**src/rtl/rle_sched_pkg.sv**
```systemverilog
// Shared types for the rle job scheduler: FSM states, completion status codes,
// the host descriptor layout and the size screen applied before launch.
// Pure declarations; no clocked logic lives here.
package rle_sched_pkg;

    // Scheduler FSM encoding.
    typedef enum logic [1:0] {
        SCH_IDLE   = 2'd0,
        SCH_LAUNCH = 2'd1,
        SCH_WAIT   = 2'd2,
        SCH_REPORT = 2'd3
    } sched_state_e;

    // Completion status reported back to the host.
    typedef enum logic [1:0] {
        ST_OK       = 2'd0,
        ST_ZERO     = 2'd1,
        ST_OVERSIZE = 2'd2,
        ST_TIMEOUT  = 2'd3
    } cmp_status_e;

    // Host frame descriptor, 100 bits.
    typedef struct packed {
        logic [31:0] addr;
        logic [31:0] size;
        logic [31:0] rle_addr;
        logic [3:0]  tag;
    } desc_t;

    localparam int DESC_W = $bits(desc_t);

    // Decide whether a job may be launched. ST_OK means "launch it"; any
    // other code is the final status of a job that never reaches the engine.
    function automatic cmp_status_e screen_size(input logic [31:0] size,
                                                input logic [31:0] max_size);
        cmp_status_e res;
        res = ST_OK;
        if (size == 32'd0) begin
            res = ST_ZERO;
        end else if (size > max_size) begin
            res = ST_OVERSIZE;
        end
        return res;
    endfunction

endpackage

```
**src/rtl/rle_desc_fifo.sv**
```systemverilog
// Descriptor queue: DEPTH-entry FIFO of WIDTH-bit words, head word shown on pop_data.
// Latency: a word pushed at edge T is visible at the head from cycle T+1.
// Backpressure: a push while full is dropped (caller gates on !full); pop while empty is ignored.
module rle_desc_fifo #(
    parameter int DEPTH = 4,
    parameter int WIDTH = 100
) (
    input  logic                     clk,
    input  logic                     nreset,
    input  logic                     push,
    input  logic [WIDTH-1:0]         push_data,
    input  logic                     pop,
    output logic [WIDTH-1:0]         pop_data,
    output logic                     full,
    output logic                     empty,
    output logic [$clog2(DEPTH):0]   count
);

    localparam int AW = $clog2(DEPTH);

    logic [WIDTH-1:0] mem [DEPTH];
    logic [AW:0]      wr_ptr;
    logic [AW:0]      rd_ptr;
    logic             do_push;
    logic             do_pop;

    // Pointers carry one extra wrap bit so full and empty are distinguishable.
    assign empty    = (wr_ptr == rd_ptr);
    assign full     = (wr_ptr[AW] != rd_ptr[AW]) && (wr_ptr[AW-1:0] == rd_ptr[AW-1:0]);
    assign count    = wr_ptr - rd_ptr;
    assign do_push  = push & ~full;
    assign do_pop   = pop & ~empty;
    assign pop_data = mem[rd_ptr[AW-1:0]];

    // Advance the wrapping pointers on accepted push/pop.
    always_ff @(posedge clk or negedge nreset) begin
        if (!nreset) begin
            wr_ptr <= '0;
            rd_ptr <= '0;
        end else begin
            if (do_push) begin
                wr_ptr <= wr_ptr + 1'b1;
            end
            if (do_pop) begin
                rd_ptr <= rd_ptr + 1'b1;
            end
        end
    end

    // Storage needs no reset: the pointers define which entries are live.
    always_ff @(posedge clk) begin
        if (do_push) begin
            mem[wr_ptr[AW-1:0]] <= push_data;
        end
    end

endmodule

```
**src/rtl/rle_job_scheduler.sv**
```systemverilog
// Queues host descriptors and runs them one at a time on the rle engine via start/done.
// Latency: push at edge T -> rle_start in cycle T+2; done in cycle D -> cmp_valid in D+1.
// Backpressure: job_ready low while queue full or engine hung; completion held until cmp_ready.
module rle_job_scheduler
    import rle_sched_pkg::*;
#(
    parameter int DEPTH          = 4,
    parameter int MAX_MSG_SIZE   = 255,
    parameter int TIMEOUT_CYCLES = 4096
) (
    input  logic                     clk,
    input  logic                     nreset,
    input  logic                     job_valid,
    output logic                     job_ready,
    input  logic [31:0]              job_msg_addr,
    input  logic [31:0]              job_msg_size,
    input  logic [31:0]              job_rle_addr,
    input  logic [3:0]               job_tag,
    output logic                     rle_start,
    output logic [31:0]              rle_message_addr,
    output logic [31:0]              rle_message_size,
    output logic [31:0]              rle_rle_addr,
    input  logic                     rle_done,
    input  logic [31:0]              rle_size,
    output logic                     cmp_valid,
    input  logic                     cmp_ready,
    output logic [3:0]               cmp_tag,
    output logic [1:0]               cmp_status,
    output logic [31:0]              cmp_rle_size,
    output logic                     busy,
    output logic                     engine_hung,
    output logic [$clog2(DEPTH):0]   queue_count
);

    localparam logic [1:0]  S_IDLE   = SCH_IDLE;
    localparam logic [1:0]  S_LAUNCH = SCH_LAUNCH;
    localparam logic [1:0]  S_WAIT   = SCH_WAIT;
    localparam logic [1:0]  S_REPORT = SCH_REPORT;

    localparam int          WD_W     = $clog2(TIMEOUT_CYCLES + 1);
    localparam logic [WD_W-1:0] WD_LIMIT = WD_W'(TIMEOUT_CYCLES - 1);
    localparam logic [31:0] MAX_SIZE = 32'(MAX_MSG_SIZE);

    logic [1:0]         state;
    desc_t              job_q;
    logic [WD_W-1:0]    wd_cnt;
    logic               hung_q;
    logic               turnaround;
    logic [1:0]         cmp_status_q;
    logic [31:0]        cmp_size_q;

    desc_t              in_desc;
    desc_t              head;
    logic [DESC_W-1:0]  head_dat;
    cmp_status_e        head_screen;
    logic               fifo_full;
    logic               fifo_empty;
    logic               push_ok;
    logic               pop_ok;

    assign in_desc.addr     = job_msg_addr;
    assign in_desc.size     = job_msg_size;
    assign in_desc.rle_addr = job_rle_addr;
    assign in_desc.tag      = job_tag;

    assign job_ready   = ~fifo_full & ~hung_q;
    assign push_ok     = job_valid & job_ready;

    // A hung engine freezes the queue; the single turnaround cycle after
    // each completion keeps done-to-next-start at a fixed four cycles.
    assign pop_ok      = (state == S_IDLE) & ~fifo_empty & ~hung_q & ~turnaround;

    assign head        = desc_t'(head_dat);
    assign head_screen = screen_size(head.size, MAX_SIZE);

    rle_desc_fifo #(
        .DEPTH (DEPTH),
        .WIDTH (DESC_W)
    ) u_fifo (
        .clk       (clk),
        .nreset    (nreset),
        .push      (push_ok),
        .push_data (in_desc),
        .pop       (pop_ok),
        .pop_data  (head_dat),
        .full      (fifo_full),
        .empty     (fifo_empty),
        .count     (queue_count)
    );

    // Job FSM: pop and screen in IDLE, pulse start, wait for done, hold the record.
    always_ff @(posedge clk or negedge nreset) begin
        if (!nreset) begin
            state        <= S_IDLE;
            job_q        <= '0;
            turnaround   <= 1'b0;
            cmp_status_q <= '0;
            cmp_size_q   <= '0;
        end else begin
            case (state)
                S_IDLE: begin
                    turnaround <= 1'b0;
                    if (pop_ok) begin
                        job_q      <= head;
                        cmp_size_q <= '0;
                        if (head_screen == ST_OK) begin
                            state <= S_LAUNCH;
                        end else begin
                            cmp_status_q <= head_screen;
                            state        <= S_REPORT;
                        end
                    end
                end
                S_LAUNCH: begin
                    // done is still high from the previous job here, so it is not looked at.
                    state <= S_WAIT;
                end
                S_WAIT: begin
                    if (rle_done) begin
                        cmp_status_q <= ST_OK;
                        cmp_size_q   <= rle_size;
                        state        <= S_REPORT;
                    end else if (wd_cnt == WD_LIMIT) begin
                        cmp_status_q <= ST_TIMEOUT;
                        cmp_size_q   <= '0;
                        state        <= S_REPORT;
                    end
                end
                S_REPORT: begin
                    if (cmp_ready) begin
                        cmp_status_q <= '0;
                        cmp_size_q   <= '0;
                        turnaround   <= 1'b1;
                        state        <= S_IDLE;
                    end
                end
                default: begin
                    state <= S_IDLE;
                end
            endcase
        end
    end

    // Watchdog: cleared as the job launches, counts every cycle spent waiting.
    always_ff @(posedge clk or negedge nreset) begin
        if (!nreset) begin
            wd_cnt <= '0;
        end else if (state == S_LAUNCH) begin
            wd_cnt <= '0;
        end else if (state == S_WAIT) begin
            wd_cnt <= wd_cnt + 1'b1;
        end
    end

    // Sticky hung flag: set on a watchdog expiry without done, cleared only by reset.
    always_ff @(posedge clk or negedge nreset) begin
        if (!nreset) begin
            hung_q <= 1'b0;
        end else if ((state == S_WAIT) && !rle_done && (wd_cnt == WD_LIMIT)) begin
            hung_q <= 1'b1;
        end
    end

    assign rle_start        = (state == S_LAUNCH);
    assign rle_message_addr = job_q.addr;
    assign rle_message_size = job_q.size;
    assign rle_rle_addr     = job_q.rle_addr;

    assign cmp_valid        = (state == S_REPORT);
    assign cmp_tag          = cmp_valid ? job_q.tag : 4'd0;
    assign cmp_status       = cmp_status_q;
    assign cmp_rle_size     = cmp_size_q;

    assign busy             = (state != S_IDLE) | ~fifo_empty;
    assign engine_hung      = hung_q;

endmodule

```
**config.mk**
```make
export PLATFORM = sky130hd
export DESIGN_NAME = rle_job_scheduler
export DESIGN_NICKNAME = d
export VERILOG_FILES = /design/src/rtl/rle_sched_pkg.sv /design/src/rtl/rle_desc_fifo.sv /design/src/rtl/rle_job_scheduler.sv
export SDC_FILE = /design/constraint.sdc
export NUM_CORES = 1
export LEC_CHECK = 0
export CORE_MARGIN = 8
export CORE_UTILIZATION = 55
export DETAILED_ROUTE_END_ITERATION = 10
export PLACE_DENSITY = 0.79
export SETUP_SLACK_MARGIN = 0.05
export SYNTH_ARGS = -nofsm -noshare
export SYNTH_HDL_FRONTEND = slang
export SYNTH_SLANG_ARGS = --single-unit
```
**constraint.sdc**
```tcl
create_clock -name clk -period 6.2 [get_ports clk]
set_input_delay 0.93 -clock clk [delete_from_list [all_inputs] [get_ports clk]]
set_output_delay 0.93 -clock clk [all_outputs]
set_load 0.05 [all_outputs]
```
# ---- Word-level counts from Yosys, hierarchy flattened
# Memories as Yosys holds them, arrays and structs flattened.
# Cells that the tools add are included.
dict set report classes {
  addsub 4
  order_cmp 1
  eq_ne 11
  n_mux 24
  bitwise 12
  reduce_logical 16
}
# cell n
set ops {}
lappend ops {{two-way mux 32 bit} 4}
lappend ops {{case mux 32 bit (3 select lines)} 1}
lappend ops {{> comparator 32 x 8 -> 1 bit, second input constant} 1}
lappend ops {{logical NOT 32 bit} 1}
lappend ops {{two-way mux 13 bit} 2}
lappend ops {{two-way mux 2 bit} 10}
lappend ops {{adder 13 x 1 -> 13 bit, second input constant} 1}
lappend ops {{equality test 13 x 12 -> 1 bit, second input constant} 1}
lappend ops {{case mux 2 bit (4 select lines)} 1}
lappend ops {{AND 1 bit} 7}
lappend ops {{adder 3 x 1 -> 3 bit, second input constant} 2}
lappend ops {{case mux 2 bit (3 select lines)} 1}
lappend ops {{nonzero test 2 bit} 3}
lappend ops {{AND reduction 5 bit} 1}
lappend ops {{equality test 2 bit, second input constant} 2}
lappend ops {{logical NOT 2 bit} 2}
lappend ops {{two-way mux 4 bit} 1}
lappend ops {{inequality test 2 x 1 -> 1 bit, second input constant} 2}
lappend ops {{NOT 1 bit} 4}
lappend ops {{AND reduction 2 bit} 2}
lappend ops {{AND reduction 4 bit} 1}
lappend ops {{equality test 3 bit} 1}
lappend ops {{logical AND 1 bit} 3}
lappend ops {{two-way mux 1 bit} 3}
lappend ops {{11 further kinds} 11}
dict set report word_totals {
  reg_bits 157
  mem_bits_rw 400
  in_bits 137
  out_inout_bits 142
  memories 1
}
# name words width rd rd_clocked_by_memory_dff wr line_no
set memory_table {}
lappend memory_table {u_fifo.mem 4 100 1 0 1 rle_desc_fifo.sv:21} ;# logic [WIDTH-1:0] mem [DEPTH];

# ---- Depth between registers and ports, before layout
# Gate-level depths: netlist (run 1).
dict set report logic_depth {
  ltp_word 8
  depth_mapped 13
  mapped_depth_nobuf 8
}

# ---- Hierarchy
# A second synthesis (run 1) with hierarchy kept.
dict set report unflattened {
  hier_cells 1140
  hier_area_um2 21694.6
}
# mod n_inst cells_each area_per_inst_um2 seq_area_each_um2
set modules_own_cells {}
lappend modules_own_cells {rle_desc_fifo 1 567 14895.5 12161.7}
lappend modules_own_cells {rle_job_scheduler 1 573 6799.0 3778.6}

# ---- Least setup slack after synthesis (run 1)
# OpenSTA, ideal clock, no wires.
dict set report synth_timing {
  path_kind {reg-to-reg}
  from {register u_fifo.rd_ptr[1]}
  to {memory u_fifo.mem[3][0] (enable)}
  setup_ns 0.472
  arrival_ns 5.097
  t_required_ns 5.728
  path_slack_ns 0.631
  path_stages_with_launch 8
  period_less_slack_ns 5.569
  path_cell_list {dfrtp_1 > buf_2 > clkbuf_1 > clkbuf_1 > inv_1 > ha_1 > a31oi_1 > and3_1}
}
dict set report synth_via {
  elab_chain_len 8
}
# item line_no
set synth_rtl {}
lappend synth_rtl {{start, declared} rle_desc_fifo.sv:23} ;# logic [AW:0] rd_ptr;
lappend synth_rtl {{start signal, assigned} rle_desc_fifo.sv:45} ;# rd_ptr <= rd_ptr + 1'b1;
lappend synth_rtl {{equality test 2 bit} rle_desc_fifo.sv:29} ;# assign full = (wr_ptr[AW] != rd_ptr[AW]) && (wr_ptr[AW-1:0] == rd_ptr[AW-1:0]);
lappend synth_rtl {{logical AND 1 bit} rle_desc_fifo.sv:29}
lappend synth_rtl {{NOT 1 bit} rle_job_scheduler.sv:66} ;# assign job_ready = ~fifo_full & ~hung_q;
lappend synth_rtl {{AND 1 bit} rle_job_scheduler.sv:66}
lappend synth_rtl {{named net job_ready} rle_job_scheduler.sv:14} ;# output logic job_ready,
lappend synth_rtl {{AND 1 bit} rle_job_scheduler.sv:67} ;# assign push_ok = job_valid & job_ready;
lappend synth_rtl {{AND 1 bit} rle_desc_fifo.sv:31} ;# assign do_push = push & ~full;
lappend synth_rtl {{two-way mux 1 bit} rle_desc_fifo.sv:52} ;# if (do_push) begin
lappend synth_rtl {{two-way mux 1 bit (implied by the code)} rle_desc_fifo.sv:53} ;# mem[wr_ptr[AW-1:0]] <= push_data;
lappend synth_rtl {{end, declared} rle_desc_fifo.sv:21}
# The timed path passes the listed nets, and every way through them passes these cells.

# ---- Worst setup path in the final report (run 1)
dict set report layout_timing {
  from {register u_fifo.rd_ptr[1]}
  to {output port job_ready}
}
dict set report layout_via {
  elab_chain_len 4
}
# item line_no
set layout_rtl {}
lappend layout_rtl {{equality test 2 bit} rle_desc_fifo.sv:29}
lappend layout_rtl {{logical AND 1 bit} rle_desc_fifo.sv:29}
lappend layout_rtl {{NOT 1 bit} rle_job_scheduler.sv:66}
lappend layout_rtl {{AND 1 bit} rle_job_scheduler.sv:66}
lappend layout_rtl {{end, declared} rle_job_scheduler.sv:14}
# No other way between the ends.

==> flow_metrics.tcl, run 1 <==
set metrics [dict create \
    cts_resized 0 \
    ir_drop_mv 0.3343 \
    fp.dieArea_sq_um 46020 \
    syn_to_final_growth_pct 20.59 \
    worstRegToRegCells 8 \
    ys_seq_elements 557 \
    drt_iter0_drc 859 \
    synth_edf_count 400 \
    cts_tree "built" \
    syn_nets 1294 \
    netlist_area_sq_um 21680 \
    critPathLaunchType "flop" \
    path_max_fanout 42 \
    drive_gt1_share_pct 18.77 \
    tritoncts.num_buffers 54 \
    cts_setup_buffers 0 \
    grt_pass1_vias 11090 \
    finalWeightedCongestion 0.7898 \
    whs_ns 0.2998 \
    yosysMostFrequentCell "edfxtp_1" \
    fmax_mhz 239.6 \
    drc 0 \
    ys.flop_type "edfxtp_1" \
    finClkSkew_ns 0.01663 \
    synthTopCellsByArea "edfxtp_1, dfrtp_1, mux4_2" \
    antenna_found_initial 5 \
    pwr_density_cell_nw_per_um2 562.9 \
    yosys-top-cells-count "edfxtp_1, dfrtp_1, buf_4" \
    die_h_um 214.5 \
    rrSetupSlack_ns 2.70 \
    slew_headroom_pct 24.60 \
    avgSynthCellArea_sq_um 18.95 \
    outcome "complete, no violations" \
    sequential_cell_area_sq_um 15950 \
    clock-root-buffer "clkbuf_16" \
    fin_ws_ns 2.027 \
    end_kind "output port" \
    tns_ns 0 \
    final_nets 1500 \
    hp-class "in2async" \
    clock_sinks 557 \
    grtUsageTotal_pct 19.32 \
    syn_inst 1144 \
    initial_utilization_pct 55.96 \
    cts_max_path_buffers 3 \
    cts-htree-levels 2 \
    clk_latency_ns 0.59 \
    multi_input_area_sq_um 4746 \
    wirelength_mm 44.36 \
    wl_per_cell_um 23.18 \
    slew_violations 0 \
    period_minus_slack_ns 4.173 \
    rsz0062_at_grt "false" \
    diodes 0 \
    tightestPinTransition_ns 1.131 \
    cp_data_arrival_time_ns 3.24 \
    num_rows 72 \
    crit_type "reg2out" \
    rr_startpoint "u_fifo.rd_ptr[1]$_DFFE_PN0P_" \
    die_w_um 214.5 \
    grt_overflow 0 \
    dpl.hpwl_mm 28.76 \
    cts_hold_buf 0 \
    firstDrtPassIters 5 \
    power_mw 14.71 \
    period_share_pct 67.31 \
    ys_types 44 \
    path_clk_slew_ns 0.06 \
    num_vias 10700 \
    hold_viol 0 \
    ant_nets 0 \
    via_per_inst 5.588 \
    ios 279 \
    port-buffer-count 278 \
    seq_area_frac_synth_pct 73.54 \
    final_core_util_pct 67.48 \
    core_area_sq_um 38740 \
    nFillCells 2511 \
    grt_max_degree 65 \
    synthArstFlopShare_pct 28.19 \
    ys_warn_count 0 \
    reg2reg_to "rle_message_addr[9]$_DFFE_PN0P_" \
    post-place-ws_ns 2.647 \
    setup_viol 0 \
    synth_top_area_share_pct 55.41 \
    synth_top_area_cell "edfxtp_1" \
    maxCapViolCount 0 \
    leakage_nw 9.257 \
    grt_pass1_wl_mm 68.72 \
    required_ns 5.27 \
]
-- per-stage QoR --
stage          cell area [sq um]  instances
4_1_cts                    26140       1914
2_1_floorplan              21680       1144
5_1_grt                    26140       1914
6_report                   26140       1914
3_3_place_gp               24320       1812
3_5_place_dp               24320       1812
-- how the worst max path moves through the flow --
stage / cells past startpoint / endpoint / start / slack [ns]
after CTS: 3 / job_ready / u_fifo.rd_ptr[0]$_DFFE_PN0P_ / 1.99
after global routing: 4 / job_ready / u_fifo.rd_ptr[1]$_DFFE_PN0P_ / 1.83
final: 4 / job_ready / u_fifo.rd_ptr[1]$_DFFE_PN0P_ / 2.03
after detailed placement: 3 / job_ready / u_fifo.rd_ptr[0]$_DFFE_PN0P_ / 2.65
after floorplan: 7 / u_fifo.mem[3][0]$_DFFE_PP_ / u_fifo.rd_ptr[1]$_DFFE_PN0P_ / 0.63
after global placement: 3 / job_ready / u_fifo.rd_ptr[0]$_DFFE_PN0P_ / 2.70
-- critical path, stage by stage, from the launching register on --
cell and delay, ns:
dfrtp_4 0.83, inv_1 0.11, ha_1 0.33, a31oi_1 0.43, clkdlybuf4s50_1 0.94
-- where the power goes --
group / switching, mW / internal, mW / leakage, nW / total (mW)
sequential: 0.558 / 5.17 / 5.59 / 5.72
combinational: 3.47 / 2.22 / 2.78 / 5.69
clock: 1.34 / 1.96 / 0.889 / 3.30
-- sequential cells by signal, indices dropped and copies added, names as in the netlist --
register / cells
rle_message_size: 32
turnaround: 1
u_fifo.wr_ptr: 3
u_fifo.mem: 400
state: 2
job_q: 4
cmp_rle_size: 32
wd_cnt: 13
engine_hung: 1
cmp_status: 2
rle_rle_addr: 32
rle_message_addr: 32
u_fifo.rd_ptr: 3
-- kinds of logic (layout without fill, tap and decap cells) --
logic type	Yosys count	count (layout)	share of synthesized area [%]
compound gates	69	69	1.807
xor+xnor	6	6	0.2424
fa+ha+maj	13	13	0.7850
mux	207	207	16.10
simple gates	127	127	2.834
flops	557	557	73.54
buf+inv	165	417	4.693
-- cell type report --
type,count,share of cell area (%)
timing repair buffer,293,11.08
sequential,557,61.01
clock buffer,73,5.639
tap,518,2.480
inverter,22,0.3159
multi-input combinational,422,18.16
clock inverter,29,1.316
-- per-layer routing --
layer  GRT usage, %  share of wire [%]
met5              0               0.13
met4          4.570                1.8
met3          6.121                8.5
met2          30.01                 46
met1          26.61                 43
-- layout by cell type (no fill, tap or decap), types with 8 or more instances in the layout --
cell,Yosys,routed
inv_1,22,22
ha_1,12,12
mux4_1,10,10
nand2_1,71,70
edfxtp_1,400,400
o22ai_1,12,12
clkbuf_1,27,15
a21oi_1,8,8
and2_1,8,8
dfrtp_1,157,155
clkinv_2,0,10
buf_4,97,15
clkbuf_16,0,55
clkdlybuf4s50_1,0,277
mux2_2,66,66
mux4_2,90,90
o21ai_1,32,32
mux2_1,37,37
No activity file was read; power rests on OpenSTA's default activity.
==> run 2: changes to the inputs <==
--- a/config.mk
+++ b/config.mk
@@ -6,9 +6,9 @@
 export NUM_CORES = 1
 export LEC_CHECK = 0
 export CORE_MARGIN = 8
-export CORE_UTILIZATION = 55
+export CORE_UTILIZATION = 50
 export DETAILED_ROUTE_END_ITERATION = 10
-export PLACE_DENSITY = 0.79
+export PLACE_DENSITY = 0.76
 export SETUP_SLACK_MARGIN = 0.05
 export SYNTH_ARGS = -nofsm -noshare
 export SYNTH_HDL_FRONTEND = slang
==> constraint.sdc (replaced) <==
create_clock -name clk -period 3.8 [get_ports clk]
set_input_delay 0.57 -clock clk [delete_from_list [all_inputs] [get_ports clk]]
set_output_delay 0.57 -clock clk [all_outputs]
set_load 0.05 [all_outputs]
==> run 2 against run 1 <==
  * First-iteration DRC count down 19%
  * Critical path depth unchanged
  * Highest routed layer unchanged
  * Cell count up 4.0%
  * Clock skew down 0.0013 ns
  * Setup slack worse by 1.7 ns
  * Routed wire length up 1.7%
==> flow_metrics.tcl, run 2 (synthesis results as in run 1) <==
set metrics [dict create \
    outcome "complete, no violations" \
    drc 0 \
    finalWeightedCongestion 0.7676 \
    slew_violations 0 \
    end_kind "output port" \
    dpl.hpwl_mm 27.53 \
    port-buffer-count 278 \
    cts_resized 0 \
    grt_pass1_wl_mm 69.23 \
    hold_viol 0 \
    rsz0062_at_grt "false" \
    power_mw 24.60 \
    max_stage_delay_ns 0.83 \
    hp-class "in2async" \
    clk_latency_ns 0.60 \
    cp_num_buf_inv 1 \
    slew_headroom_pct 22.53 \
    leakage_nw 9.407 \
    cts_hold_buf 0 \
    tightestPinTransition_ns 1.162 \
    cp_top_family "buffers and inverters" \
    die_h_um 224.2 \
    cp_data_arrival_time_ns 2.87 \
    core_area_sq_um 42980 \
    initial_utilization_pct 50.43 \
    ant_nets 0 \
    ir_drop_mv 0.5624 \
    crit_type "reg2out" \
    final_common_cell "edfxtp_1" \
    clock_sinks 557 \
    syn_to_final_growth_pct 22.81 \
    diodes 0 \
    final_cell_mix "edfxtp_1, clkdlybuf4s50_1, dfrtp_1" \
    period_minus_slack_ns 3.440 \
    via_per_inst 5.378 \
    wirelength_mm 45.10 \
    num_rows 76 \
    fmax_mhz 290.7 \
    largest_reg_flops 400 \
    clock-root-buffer "clkbuf_16" \
    drive_gt1_share_pct 19.77 \
    path_clk_slew_ns 0.06 \
    pwr_density_cell_nw_per_um2 924.1 \
    drt_iter0_drc 693 \
    wl_per_cell_um 22.65 \
    finClkSkew_ns 0.01529 \
    num_vias 10710 \
    period_share_pct 90.54 \
    cts_max_path_buffers 3 \
    antenna_found_initial 4 \
    tritoncts.num_buffers 56 \
    path_max_fanout 18 \
    cts-htree-levels 2 \
    final_nets 1509 \
    maxCapViolCount 0 \
    critPathLaunchType "flop" \
    ios 279 \
    required_ns 3.23 \
    grt_overflow 0 \
    firstDrtPassIters 4 \
    tns_ns 0 \
    setup_viol 0 \
    grtUsageTotal_pct 17.86 \
    grt_max_degree 103 \
    fp.dieArea_sq_um 50270 \
    cts_tree "built" \
    die_w_um 224.2 \
    crit_chain "ha_1, fa_1, xor2_1, clkdlybuf4s50_1" \
    cts_setup_buffers 0 \
    cp_slowest_cell "clkdlybuf4s50_1" \
    grt_pass1_vias 11520 \
]
==> run 2: worst reg2reg max path: cells and delay by family, from the launching register on <==
family,cells,cell delay [ns]
simple gates,3,0.79
flops,1,0.65
compound gates,1,0.17
buf+inv,1,0.41
mux,2,0.85
==> run 2: final timing paths <==
kind	slack, ns	to	cells after the start	startpoint
worst max-delay path	0.36	queue_count[2]	4	u_fifo.rd_ptr[0]$_DFFE_PN0P_
worst min-delay path	0.06	u_fifo.rd_ptr[0]$_DFFE_PN0P_	1	nreset
worst max register to register	0.85	cmp_status[1]$_DFFE_PN0P_	7	u_fifo.rd_ptr[0]$_DFFE_PN0P_
worst min register to register	0.48	cmp_rle_size[28]$_DFFE_PN0P_	2	cmp_rle_size[28]$_DFFE_PN0P_
max in group asynchronous	2.87	wd_cnt[3]$_DFFE_PN0P_	2	nreset
min in group clk	0.48	cmp_rle_size[28]$_DFFE_PN0P_	2	cmp_rle_size[28]$_DFFE_PN0P_
==> run 2: area by class of cell <==
| type | instances | area [sq um] |
|---|---|---|
| sequential | 557 | 15950 |
| clock inverter | 30 | 424.2 |
| fill | 3047 | 16360 |
| clock buffer | 75 | 1544 |
| multi-input combinational | 422 | 4752 |
| tap | 585 | 732.0 |
| inverter | 22 | 82.58 |
| timing repair buffer | 300 | 3137 |
==> run 2: metal layers <==
metal  share of wire [%]  vias up  track usage, %
met3                 7.5       59           5.262
met4                 1.6        4           4.495
met1                  41     5552           22.79
met2                  50      325           29.96
li1                    -     4768               -
met5               0.060        -               0
==> run 2: power by group <==
group / switching, mW / internal, mW / total, mW
Clock: 2.28 / 3.49 / 5.77
Combinational: 5.84 / 3.78 / 9.62
Sequential: 0.783 / 8.42 / 9.21
Total: 8.91 / 15.7 / 24.6
==> run 2: metrics by stage <==
stage | cells | setup WS, ns | utilization, % | instance area, sq um | hold WS [ns]
floorplan | 1144 | 0.1915 | - | 21700 | 0.2744
global placement | 1886 | 0.8645 | 57.35 | 24650 | 0.4661
detailed placement | 1886 | 0.8293 | 57.35 | 24650 | 0.4738
CTS | 1991 | 0.2887 | 61.93 | 26620 | 0.05476
finish | 1991 | 0.3596 | 61.93 | 26620 | 0.05604
global route | 1991 | 0.2662 | 61.93 | 26620 | 0.09635
==> run 3: changes to the inputs <==
--- a/config.mk
+++ b/config.mk
@@ -6,9 +6,9 @@
 export NUM_CORES = 1
 export LEC_CHECK = 0
 export CORE_MARGIN = 8
-export CORE_UTILIZATION = 50
+export CORE_UTILIZATION = 55
 export DETAILED_ROUTE_END_ITERATION = 10
-export PLACE_DENSITY = 0.76
+export PLACE_DENSITY = 0.79
 export SETUP_SLACK_MARGIN = 0.05
 export SYNTH_ARGS = -nofsm -noshare
 export SYNTH_HDL_FRONTEND = slang
==> constraint.sdc (replaced) <==
create_clock -name clk -period 3.7 [get_ports clk]
set_input_delay 0.555 -clock clk [delete_from_list [all_inputs] [get_ports clk]]
set_output_delay 0.555 -clock clk [all_outputs]
set_load 0.05 [all_outputs]
==> run 3 against run 2 <==
  * Critical path type unchanged
  * Hold slack worse by 0.033 ns
  * Utilization grew 6.4 points
  * Routed wire length up 0.16%
  * Sequential power increased by 2.8%
  * Flip-flop and latch count is the same
  * Non-clock buffer count increased by 6
  * Global-route usage up 1.7 points
  * Clock skew is 0.010 ns higher
  * Power is 2.1% higher
  * First-iteration DRC count fell by 4.6%
==> flow_metrics.tcl, run 3 (synthesis results as in run 1) <==
set metrics [dict create \
    outcome "complete, no violations" \
    period_share_pct 90.20 \
    multi_input_area_sq_um 4752 \
    tritoncts.num_buffers 54 \
    cts_tree "built" \
    die_w_um 214.5 \
    finalWeightedCongestion 0.7603 \
    ant_nets 0 \
    final_nets 1513 \
    tightestPinTransition_ns 0.8529 \
    drt_iter0_drc 661 \
    num_vias 10790 \
    wl_per_cell_um 23.43 \
    required_ns 3.14 \
    pwr_density_cell_nw_per_um2 948.4 \
    startpoint "u_fifo.rd_ptr[1]$_DFFE_PN0P_" \
    final_common_cell "edfxtp_1" \
    path_clk_slew_ns 0.06 \
    cts-htree-levels 2 \
    cp_top_family "buffers and inverters" \
    hold_viol 0 \
    hp-class "in2async" \
    largest_reg_flops 400 \
    cts_setup_buffers 0 \
    drive_gt1_share_pct 20.26 \
    power_mw 25.11 \
    slew_headroom_pct 43.14 \
    initial_utilization_pct 55.96 \
    slew_violations 0 \
    port-buffer-count 278 \
    rsz0062_at_grt "false" \
    leakage_nw 9.419 \
    finClkSkew_ns 0.02530 \
    max_stage_delay_ns 0.89 \
    clock-root-buffer "clkbuf_16" \
    cts_hold_buf 0 \
    ios 279 \
    drc 0 \
    critPathLaunchType "flop" \
    cp_data_arrival_time_ns 2.78 \
    final_core_util_pct 68.34 \
    cts_resized 0 \
    clk_latency_ns 0.59 \
    path_max_fanout 23 \
    final_cell_mix "edfxtp_1, clkdlybuf4s50_1, dfrtp_1" \
    clock_sinks 557 \
    cp_slowest_cell "clkdlybuf4s50_1" \
    tns_ns 0 \
    grt_pass1_vias 11810 \
    via_per_inst 5.597 \
    rr_startpoint "u_fifo.rd_ptr[1]$_DFFE_PN0P_" \
    sequential_cell_area_sq_um 15950 \
    wirelength_mm 45.17 \
    maxCapViolCount 0 \
    grt_pass1_wl_mm 69.89 \
    grt_overflow 0 \
    dpl.hpwl_mm 28.47 \
    firstDrtPassIters 5 \
    antenna_found_initial 4 \
    period_minus_slack_ns 3.337 \
    end_kind "output port" \
    cp_num_buf_inv 2 \
    die_h_um 214.5 \
    cts_max_path_buffers 3 \
    crit_type "reg2out" \
    crit_chain "inv_1, ha_1, a31oi_2, clkdlybuf4s50_1" \
    syn_to_final_growth_pct 22.13 \
    core_area_sq_um 38740 \
    grtUsageTotal_pct 19.61 \
    num_rows 72 \
    fp.dieArea_sq_um 46020 \
    grt_max_degree 81 \
    nFillCells 2474 \
    fmax_mhz 299.6 \
    ir_drop_mv 0.6125 \
    setup_viol 0 \
]
==> run 3: through the flow <==
| stage | hold slack, ns | worst slack, ns | cells | area [sq um] |
|---|---|---|---|---|
| after global placement | 0.4677 | 0.7524 | 1825 | 24560 |
| after detailed placement | 0.4755 | 0.6830 | 1825 | 24560 |
| after global routing | 0.09174 | 0.2584 | 1925 | 26460 |
| final | 0.02266 | 0.3626 | 1928 | 26470 |
| after CTS | 0.04723 | 0.3094 | 1925 | 26460 |
| after floorplan | 0.2594 | 0.09148 | 1144 | 21700 |
==> run 3: path summary, 6_finish.rpt <==
path	endpoint	slack (ns)	cells after the start
min in group clk	cmp_rle_size[8]$_DFFE_PN0P_	0.49	2
worst max-delay path	job_ready	0.36	4
worst min-delay path	rle_message_size[18]$_DFFE_PN0P_	0.02	1
max in group asynchronous	cmp_rle_size[12]$_DFFE_PN0P_	2.73	2
worst max register to register	rle_message_addr[19]$_DFFE_PN0P_	0.76	9
worst min register to register	cmp_rle_size[8]$_DFFE_PN0P_	0.49	2
==> run 3: cell type report <==
class / count / share of cell area (%)
Antenna cell: 3 / 0.02836
Clock buffer: 76 / 6.111
Clock inverter: 24 / 1.073
Inverter: 22 / 0.3120
Multi-Input combinational cell: 422 / 17.95
Sequential cell: 557 / 60.24
Tap cell: 518 / 2.448
Timing Repair Buffer: 306 / 11.83
==> run 3: power by group <==
group / leakage [nW] / switching, mW / internal, mW
Sequential: 5.59 / 0.817 / 8.65
Combinational: 2.89 / 6.03 / 3.89
Clock: 0.947 / 2.26 / 3.46
Total: 9.42 / 9.10 / 16.0
==> run 3: metal layers <==
| metal | global-route usage (%) | up-vias | share of wire, % |
|---|---|---|---|
| met1 | 24.42 | 5605 | 40 |
| met3 | 5.472 | 62 | 7.8 |
| li1 | - | 4767 | - |
| met5 | 0 | - | 0.018 |
| met2 | 33.27 | 355 | 50 |
| met4 | 5.896 | 2 | 2.1 |
